--- src/rtl/fifo_top_module.sv ---
`default_nettype none
// +--------------------------------------------------------------------------+
// | Module   : fifo_top_module                                               |
// | Function : single-clock byte FIFO, any DEPTH >= 2, drop on over/underflow|
// | Revision : 1.0 - initial release                                          |
// +--------------------------------------------------------------------------+
module fifo_top_module #(
    parameter int DEPTH = 8
) (
    input  logic       clk,
    input  logic       rst,
    input  logic [7:0] wr_data,
    input  logic       wr_en,
    input  logic       rd_en,
    output logic [7:0] rd_data,
    output logic       o_fifo_full,
    output logic       o_fifo_empty
);

    localparam int PTR_W = (DEPTH > 2) ? $clog2(DEPTH) : 1;
    localparam int CNT_W = $clog2(DEPTH + 1);

    localparam logic [PTR_W-1:0] c_LAST_PTR = PTR_W'(DEPTH - 1);
    localparam logic [CNT_W-1:0] c_FULL_CNT = CNT_W'(DEPTH);

    logic [7:0]       mem_q [DEPTH];
    logic [PTR_W-1:0] wr_ptr_q, wr_ptr_d;
    logic [PTR_W-1:0] rd_ptr_q, rd_ptr_d;
    logic [CNT_W-1:0] count_q, count_d;
    logic [7:0]       rd_data_q, rd_data_d;

    logic w_wr_acc;
    logic w_rd_acc;

    assign o_fifo_full  = (count_q == c_FULL_CNT);
    assign o_fifo_empty = (count_q == '0);
    assign rd_data      = rd_data_q;

    assign w_wr_acc = wr_en & ~o_fifo_full;
    assign w_rd_acc = rd_en & ~o_fifo_empty;

    // Pointers wrap explicitly so non-power-of-two depths work.
    always_comb begin
        wr_ptr_d  = wr_ptr_q;
        rd_ptr_d  = rd_ptr_q;
        count_d   = count_q;
        rd_data_d = rd_data_q;

        if (w_wr_acc) begin
            wr_ptr_d = (wr_ptr_q == c_LAST_PTR) ? '0 : wr_ptr_q + PTR_W'(1);
        end

        if (w_rd_acc) begin
            rd_ptr_d  = (rd_ptr_q == c_LAST_PTR) ? '0 : rd_ptr_q + PTR_W'(1);
            rd_data_d = mem_q[rd_ptr_q];
        end

        case ({w_wr_acc, w_rd_acc})
            2'b10:   count_d = count_q + CNT_W'(1);
            2'b01:   count_d = count_q - CNT_W'(1);
            default: count_d = count_q;
        endcase
    end

    always_ff @(posedge clk or posedge rst) begin
        if (rst) begin
            wr_ptr_q  <= '0;
            rd_ptr_q  <= '0;
            count_q   <= '0;
            rd_data_q <= 8'h00;
        end else begin
            wr_ptr_q  <= wr_ptr_d;
            rd_ptr_q  <= rd_ptr_d;
            count_q   <= count_d;
            rd_data_q <= rd_data_d;
        end
    end

    // Storage has no reset; its contents are meaningless until written.
    always_ff @(posedge clk) begin
        if (w_wr_acc && !rst) begin
            mem_q[wr_ptr_q] <= wr_data;
        end
    end

endmodule
`default_nettype wire

--- config.mk ---
export PLATFORM = sky130hd
export DESIGN_NAME = fifo_top_module
export DESIGN_NICKNAME = d
export VERILOG_FILES = /design/src/rtl/fifo_top_module.sv
export SDC_FILE = /design/constraint.sdc
export NUM_CORES = 1
export LEC_CHECK = 0
export CAP_MARGIN = 15
export CORE_AREA = 2 2 117 90
export DETAILED_ROUTE_END_ITERATION = 12
export DIE_AREA = 0 0 119 92
export GPL_ROUTABILITY_DRIVEN = 0
export PLACE_DENSITY = 0.62
export SLEW_MARGIN = 20
export SYNTH_ARGS = -nofsm -noshare
export SYNTH_HDL_FRONTEND = slang
export SYNTH_SLANG_ARGS = --single-unit
--- constraint.sdc ---
create_clock -name clk -period 3 [get_ports clk]
set_input_delay 0.6 -clock clk [delete_from_list [all_inputs] [get_ports clk]]
set_output_delay 0.6 -clock clk [all_outputs]
set_load 0.01 [all_outputs]
After elaboration in Yosys (flattened, before gate mapping)
Memories as Yosys holds them, arrays and structs flattened. A register that Yosys moved wholly into a read port is not among the register bits.
Index checks and enable logic that the tools add are counted.
{"block": "totals", "ff_bits": 10, "mem_bits_rw": 64, "inputBits": 12, "output_inout_bits": 10, "wordCells": 26, "mem_count": 1}
{"block": "op_classes", "add_sub_neg": 4, "eq_ne": 5, "muxes": 5, "bitwise": 4, "n_reduce_logical": 4}
{"name": "mem_q", "words": 8, "word_bits": 8, "rd": 1, "rd_ports_with_merged_regs": 1, "write_ports": 1, "line": "26", "rtl": "logic [7:0] mem_q [DEPTH];"}
{"op": "$pmux W4 S2", "n": 1}
{"op": "$add A3 B1 Y3 const B", "n": 2}
{"op": "$eq A3 B3 Y1 const B", "n": 2}
{"op": "$mux W3", "n": 2}
{"op": "$add A4 B1 Y4 const B", "n": 1}
{"op": "$eq A4 B4 Y1 const B", "n": 1}
{"op": "$logic_not A4 Y1", "n": 1}
{"op": "$sub A4 B1 Y4 const B", "n": 1}
{"op": "$and A1 B1 Y1", "n": 2}
{"op": "$eq A2 B1 Y1 const B", "n": 1}
{"op": "$eq A2 B2 Y1 const B", "n": 1}
{"op": "$mux W1", "n": 2}
{"op": "$not A1 Y1", "n": 2}
{"op": "$reduce_bool A2 Y1", "n": 1}
{"op": "$logic_and A1 B1 Y1", "n": 1}
{"op": "$logic_not A1 Y1", "n": 1}

Logic depth before layout (Yosys ltp)
Gate-level depths: netlist of run 1.
{"block": "logic_depth", "ltp_word": 6, "depth_mapped": 10}

Least setup slack after synthesis of run 1
OpenSTA, ideal clock, no wires.
{"block": "synth_path", "path_type": "flip-flop to flip-flop", "from": "reg count_q[0]", "to": "reg count_q[3]", "arrival_ns": 2.660, "slack_ns": 0.213, "path_stages_with_launch": 11, "n_path_buf": 1, "cell_sequence": "dfrtp_1 -> nor4_2 -> nand2b_1 -> buf_2 -> inv_1 -> ha_1 -> ha_1 -> a21o_1 -> a2111oi_2 -> a31oi_1 -> a311o_1"}
{"block": "synth_via", "elab_chain_len": 5, "elab_cells_between_ends": 12, "cone_classes": "add/sub (2); eq/ne (3); mux (1); bitwise (4); reduce/logical (2)"}
{"item": "from (decl)", "line": "29", "rtl": "logic [CNT_W-1:0] count_q, count_d;"}
{"item": "from (signal assigned)", "line": "74", "rtl": "count_q <= count_d;"}
{"item": "$logic_not A4 Y1 (*)", "line": "36", "rtl": "assign o_fifo_empty = (count_q == '0);"}
{"item": "named net o_fifo_empty", "line": "17", "rtl": "output logic o_fifo_empty"}
{"item": "$not A1 Y1 (*)", "line": "40", "rtl": "assign w_rd_acc = rd_en & ~o_fifo_empty;"}
{"item": "$and A1 B1 Y1 (*)", "line": "40"}
{"item": "named net w_rd_acc", "line": "33", "rtl": "logic w_rd_acc;"}
{"item": "$eq A2 B1 Y1 or $eq A2 B2 Y1 (tied branches)", "line": "58", "rtl": "case ({w_wr_acc, w_rd_acc})"}
{"item": "$pmux W4 S2 or $reduce_bool A2 Y1 (tied branches)"}
Mark *: on every way through the listed nets, which the timed path passes. The rest lies on a longest branch.
A chain may end at the register's enable or synchronous reset.

Worst setup path in the final report of run 1
{"block": "layout_path", "from": "reg count_q[0]", "to": "reg count_q[3]"}
{"block": "layout_via", "elab_chain_len": 5, "elab_cells_between_ends": 12, "cone_classes": "add/sub (2); eq/ne (3); mux (1); bitwise (4); reduce/logical (2)"}
{"item": "$logic_not A4 Y1 (*)", "line": "36"}
{"item": "$not A1 Y1 (*)", "line": "40"}
{"item": "$and A1 B1 Y1 (*)", "line": "40"}
{"item": "named net w_rd_acc", "line": "33"}
{"item": "$eq A2 B1 Y1 or $eq A2 B2 Y1 (tied branches)", "line": "58"}
{"item": "$pmux W4 S2 or $reduce_bool A2 Y1 (tied branches)"}
Marks and branches as above.

==> run_results.csv, run 1 <==
group,metric,value,unit
pwr,p_leak,1.489,nW
routing,drt_iter0_drc,155,
grt,grt_pass1_vias,1881,
floorplan,fp.dieH,92,um
routing,wire_per_inst,16.08,um
layout,syn_to_final_growth,19.77,%
grt,grt_max_degree,36,
logic_synthesis,syn_area,3450,um^2
pwr,p_total,3.867,mW
logic_synthesis,synth_edf_count,64,
clock_network,hold_buffers,0,
pwr,ir_drop,0.4166,mV
floorplan,core_area,9970,um^2
grt,grt_util_all_layers,12.90,%
logic_synthesis,syn_area_per_cell,15.97,um^2
pwr,seqPwrFrac,40.4,%
layout,nFillCells,897,
hold_path,whs_endpoint,"rd_data[5]",
logic_synthesis,ys_ff_latch,82,
placed_design,hpwl,3980,um
routing,drc,0,
setup_path,reg2reg_depth,9,
setup_path,crit_type,"reg -> reg",
setup_path,cp-start-kind,"flip-flop",
routing,routed_wl,6288,um
setup_path,rrSetupSlack,370,ps
logic_synthesis,syn_nets,236,
logic_synthesis,ys.flop_type,"edfxtp_1",
floorplan,rows,32,
timing,fin_setup_tns,0,ps
timing,clock_skew,6.981,ps
pwr,internal_power,2.681,mW
clock_network,cts_setup_buffers,0,
placed_design,io_buffers,21,
routing,vias_per_cell,4.670,
clock_network,cts_resized,0,
clock_network,cts_made_buffers,9,
floorplan,io_pins,22,
logic_synthesis,synth_top_area_share,55.71,%
timing,hold_ws,489.2,ps
layout,drive_gt1_share,19.61,%
clock_network,cts_tree,"done",
logic_synthesis,netlist_top_cells_count,"edfxtp_1, dfrtp_1, mux2_2",
clock_network,root_buffer,"clkbuf_16",
pwr,share_comb_of_total_power,31.0,%
setup_path,cp_data_arrival_time,2850,ps
grt,gr-total-overflow,0,
clock_network,clk_latency,340,ps
setup_path,r2r-end,"count_q[3]",
logic_synthesis,netlist_instances,216,
setup_path,cp_max_fo,5,
run,maxCapViolCount,0,
timing,relSlewSlack,47.70,%
logic_synthesis,async_reset_ff_share,21.95,%
grt,antenna_found_initial,0,
logic_synthesis,yosysUniqueCellTypes,37,
pwr,power.switching,1.187,mW
clock_network,htree_levels,3,
layout,final_area,4131,um^2
routing,drt_first_pass_iters,4,
placed_design,post_dp_cell_area,3827,um^2
timing,setup_viol,0,
logic_synthesis,synth.most_common_cell,"edfxtp_1",
timing,slew_viol_final,0,
floorplan,die_w,119,um
timing,rsz0062_at_grt,"no",
pwr,power.density,936.1,nW/um^2
setup_path,r2r-start,"count_q[0]",
routing,ant_nets,0,
grt,grt_pass1_wl,10130,um
status,outcome,"finished, final reports clean",
routing,vias,1826,
floorplan,die_area,10950,um^2
pwr,pwr-share-clk,28.6,%
timing,max_freq,0.3808,GHz
logic_synthesis,yosysTopAreaCell,"edfxtp_1",
clock_network,cts.path.max_buffers,2,
pwr,p_sw_share,30.69,%
hold_path,min_path_type,"reg -> reg",
logic_synthesis,yosys-top-cells-area,"edfxtp_1, dfrtp_1, mux2_2",
hold_path,hold_depth,2,
timing,fin_crit_sh,87.53,%
timing,hold_viol,0,
layout,antenna_cells,0,
hold_path,min-delay-start,"rd_data[5]",
timing,min_period,2626,ps
setup_path,worstPathRequired,3220,ps
timing,tightest_slew,783.0,ps
clock_network,cts_sinks,82,
logic_synthesis,yosys_warnings,0,
setup_path,end_kind,"flip-flop",
floorplan,initial_utilization,34.60,%
logic_synthesis,seq_area_frac_synth,68.77,%
clock_network,clk_pin_slew,60,ps
layout,fin_nets,270,
critical path, stage by stage (launching register included):
cell	delay [ps]
dfrtp_1	440
nor4_2	320
nand2b_1	160
inv_1	60
ha_1	230
ha_1	290
a21o_1	220
a2111oi_2	390
a31oi_1	70
a311o_1	330
per-layer routing:
| metal | track usage, % | vias to the layer above | share of wire (%) |
|---|---|---|---|
| li1 | - | 901 | - |
| met1 | 16.43 | 893 | 47 |
| met2 | 20.26 | 24 | 47 |
| met3 | 4.851 | 8 | 4.5 |
| met4 | 4.464 | 0 | 1.4 |
| met5 | 0 | - | 0 |
cell usage in the layout (no fill, tap or decap), drive strengths merged, types with 8 or more instances in the layout:
cell | netlist | layout
clkbuf | 1 | 10
edfxtp | 64 | 64
o22ai | 8 | 8
mux2i | 17 | 17
clkdlybuf4s50 | 0 | 21
nand2 | 13 | 13
o21ai | 11 | 11
dfrtp | 18 | 18
a221o | 8 | 8
buf | 9 | 12
nor2 | 8 | 8
mux2 | 18 | 18
kinds of logic after synthesis:
logic type / Yosys count / share of synthesized area (%)
multiplexers: 35 / 10.81
adder cells (fa/ha/maj): 8 / 3.119
XOR/XNOR: 2 / 0.5079
AND/OR/NAND/NOR: 40 / 6.493
buffers and inverters: 15 / 3.228
AO/OA/AOI/OAI: 34 / 7.073
flip-flops: 82 / 68.77
state kept, by name, indices dropped and copies added (netlist names):
signal,count
wr_ptr_q,3
rd_data,8
rd_ptr_q,3
count_q,4
mem_q,64
through the flow:
stage / util [%] / setup WS [ps] / instances
2_1_floorplan: - / 213.3 / 216
3_3_place_gp: 38.39 / 234.7 / 375
3_5_place_dp: 38.39 / 167.0 / 375
4_1_cts: 41.44 / 368.6 / 391
5_1_grt: 41.44 / 213.9 / 391
6_report: 41.44 / 374.1 / 391
power by group through the flow:
stage               Clock [mW]  Sequential, mW  Combinational [mW]
floorplan                    0            1.58               0.884
global placement             0            1.58                1.18
CTS                       1.12            1.56                1.22
detailed placement           0            1.59                1.21
global route              1.18            1.59                1.33
finish                    1.11            1.56                1.20
worst max-delay path by stage:
| stage | from | to | cells after the start |
|---|---|---|---|
| finish | count_q[0] | count_q[3] | 9 |
| global route | count_q[0] | count_q[3] | 9 |
| CTS | count_q[0] | count_q[3] | 9 |
| detailed placement | wr_en | count_q[3] | 8 |
| global placement | wr_en | count_q[3] | 8 |
| floorplan | count_q[0] | count_q[3] | 10 |
layout make-up:
cell class	instances	area, um^2	share of cell area, %
clock buffers	10	239.0	5.784
clock inverters	6	65.06	1.575
inverters	5	18.77	0.4543
multi-input cells	119	965.9	23.38
flip-flops and latches	82	2372	57.42
well taps	136	170.2	4.119
repair buffers	33	300.3	7.268
(Power assumes the default switching activity.)
==> inputs of run 2 (changes only) <==
--- a/config.mk
+++ b/config.mk
@@ -9,9 +9,9 @@
 export CORE_AREA = 2 2 117 90
 export DETAILED_ROUTE_END_ITERATION = 12
 export DIE_AREA = 0 0 119 92
+export DONT_BUFFER_PORTS = 1
 export GPL_ROUTABILITY_DRIVEN = 0
-export PLACE_DENSITY = 0.62
-export SLEW_MARGIN = 20
+export PLACE_DENSITY_LB_ADDON = 0.08
 export SYNTH_ARGS = -nofsm -noshare
 export SYNTH_HDL_FRONTEND = slang
 export SYNTH_SLANG_ARGS = --single-unit
==> run_results.csv, run 2 (synthesis results as in run 1) <==
group,metric,value,unit
status,outcome,"finished, final reports clean",
pwr,power.switching,1.168,mW
grt,grt_pass1_vias,1978,
timing,max_freq,0.3508,GHz
grt,grt_pass1_wl,10670,um
floorplan,die_area,10950,um^2
setup_path,crit_type,"reg -> reg",
clock_network,cts_resized,0,
pwr,pwr-share-clk,30.5,%
layout,layout_common_cells,"edfxtp_1, mux2_2, dfrtp_1, mux2i_1, nand2_1",
routing,wire_per_inst,18.10,um
setup_path,slowest_stage,"nor4b_2",
timing,setup_viol,0,
timing,rsz0062_at_grt,"no",
layout,drive_gt1_share,21.37,%
clock_network,cts_sinks,82,
pwr,share_comb_of_total_power,27.6,%
setup_path,cp-start-kind,"flip-flop",
pwr,p_leak,1.425,nW
pwr,internal_power,2.655,mW
grt,antenna_found_initial,0,
setup_path,max_stage_delay,500,ps
clock_network,hold_buffers,0,
clock_network,cts.path.max_buffers,2,
timing,fin_crit_sh,95.02,%
clock_network,clk_pin_slew,60,ps
floorplan,initial_utilization,34.60,%
setup_path,worstPathRequired,3210,ps
layout,layout.area.seq,2372,um^2
run,maxCapViolCount,0,
setup_path,end_kind,"flip-flop",
routing,routed_wl,6698,um
clock_network,cts_setup_buffers,0,
timing,tightest_slew,762.9,ps
placed_design,io_buffers,0,
layout,mostFrequentLayoutCell,"edfxtp_1",
timing,hold_ws,201.0,ps
clock_network,root_buffer,"clkbuf_16",
layout,largest_reg_flops,64,
layout,syn_to_final_growth,14.15,%
layout,fin_cells,370,
routing,drt_first_pass_iters,4,
setup_path,cp_data_arrival_time,3060,ps
grt,grt_max_degree,36,
routing,vias_per_cell,4.868,
pwr,p_sw_share,30.55,%
setup_path,crit_top_cell,"ha_1",
timing,min_period,2851,ps
setup_path,path_buf_inv,0,
placed_design,hpwl,4598,um
layout,antenna_cells,0,
timing,slew_viol_final,0,
layout,fin_nets,249,
routing,drt_iter0_drc,85,
pwr,ir_drop,0.3290,mV
routing,ant_nets,0,
setup_path,crit_cells,8,
clock_network,htree_levels,3,
layout,multiInputGateArea,965.9,um^2
floorplan,core_area,9970,um^2
grt,gr-total-overflow,0,
timing,clock_skew,4.177,ps
setup_path,path_cells,"nor4b_2 -> nand2b_1 -> ha_1 -> ha_1 -> a21o_1 -> a2111oi_2 -> a31oi_1 -> a311o_1",
clock_network,clk_latency,330,ps
placed_design,dp.cells,354,
grt,grt_util_all_layers,13.39,%
clock_network,cts_made_buffers,9,
layout,nFillCells,909,
floorplan,io_pins,22,
clock_network,cts_tree,"done",
setup_path,crit_family,"compound AO/OA/AOI/OAI gates",
routing,drc,0,
pwr,power.density,970.7,nW/um^2
timing,relSlewSlack,48.95,%
floorplan,die_w,119,um
hold_path,min_path_type,"in -> async",
setup_path,reg2reg_depth,8,
routing,vias,1801,
floorplan,fp.dieH,92,um
setup_path,cp_max_fo,5,
floorplan,rows,32,
timing,fin_setup_tns,0,ps
pwr,seqPwrFrac,41.9,%
timing,hold_viol,0,
layout,regMostFlops,"mem_q",
## run 2: cell types whose count changed in the layout (fill, tap and decap cells not counted), sizes merged
cell,change
bufinv,+1
clkbuf,+1
clkdlybuf4s50,-21
clkinv,+1
clkinvlp,-2
inv,-1
## run 2: power groups by stage
stage	clock network, mW	registers (mW)	logic (mW)
global placement	0	1.61	1.02
finish	1.17	1.60	1.05
CTS	1.20	1.60	1.07
floorplan	0	1.58	0.884
detailed placement	0	1.63	1.07
global route	1.24	1.63	1.18
## run 2: per-layer routing
layer	track usage, %	share of wire (%)	vias up
met3	5.721	4.8	6
met1	15.92	46	908
met2	22.32	49	34
li1	-	-	853
met5	0	0	-
met4	3.671	0.94	0
## run 2: per-stage QoR
step	cell area [um^2]	setup slack (ps)	power [mW]	util (%)
after global routing	3938	1.168	4.048	39.50
final	3938	149.5	3.822	39.50
after detailed placement	3617	160.8	2.697	36.28
after CTS	3938	141.9	3.876	39.50
after global placement	3617	357.3	2.633	36.28
after floorplan	3450	213.3	2.469	-
## run 2: path summary, 6_finish.rpt
check / start / endpoint / slack [ps]
setup / recovery: count_q[0] / count_q[3] / 150
hold / removal: rst / count_q[2] / 200
setup reg to reg: count_q[0] / count_q[3] / 150
hold reg to reg: rd_data[7] / rd_data[7] / 560
max in group asynchronous: rst / rd_ptr_q[2] / 2590
min in group clk: wr_data[6] / mem_q[1][6] / 360
## run 2: cell type report
class	instances	area share, %
tap	136	4.322
timing repair buffer	12	2.288
multi-input combinational	119	24.53
clock inverter	5	1.970
inverter	5	0.4766
sequential	82	60.25
clock buffer	11	6.165
## run 2: worst reg2reg max path, stage by stage (launching register included)
cell	delay (ps)
dfrtp_1	450
nor4b_2	500
nand2b_1	220
ha_1	270
ha_1	270
a21o_1	230
a2111oi_2	390
a31oi_1	80
a311o_1	320
==> inputs of run 3 (changes only) <==
--- a/config.mk
+++ b/config.mk
@@ -11,6 +11,7 @@
 export DIE_AREA = 0 0 119 92
 export DONT_BUFFER_PORTS = 1
 export GPL_ROUTABILITY_DRIVEN = 0
+export HOLD_SLACK_MARGIN = 0.05
 export PLACE_DENSITY_LB_ADDON = 0.08
 export SYNTH_ARGS = -nofsm -noshare
 export SYNTH_HDL_FRONTEND = slang
==> results of run 3 <==
Same layout as run 2: the final DEF is identical, and so are final timing and power.
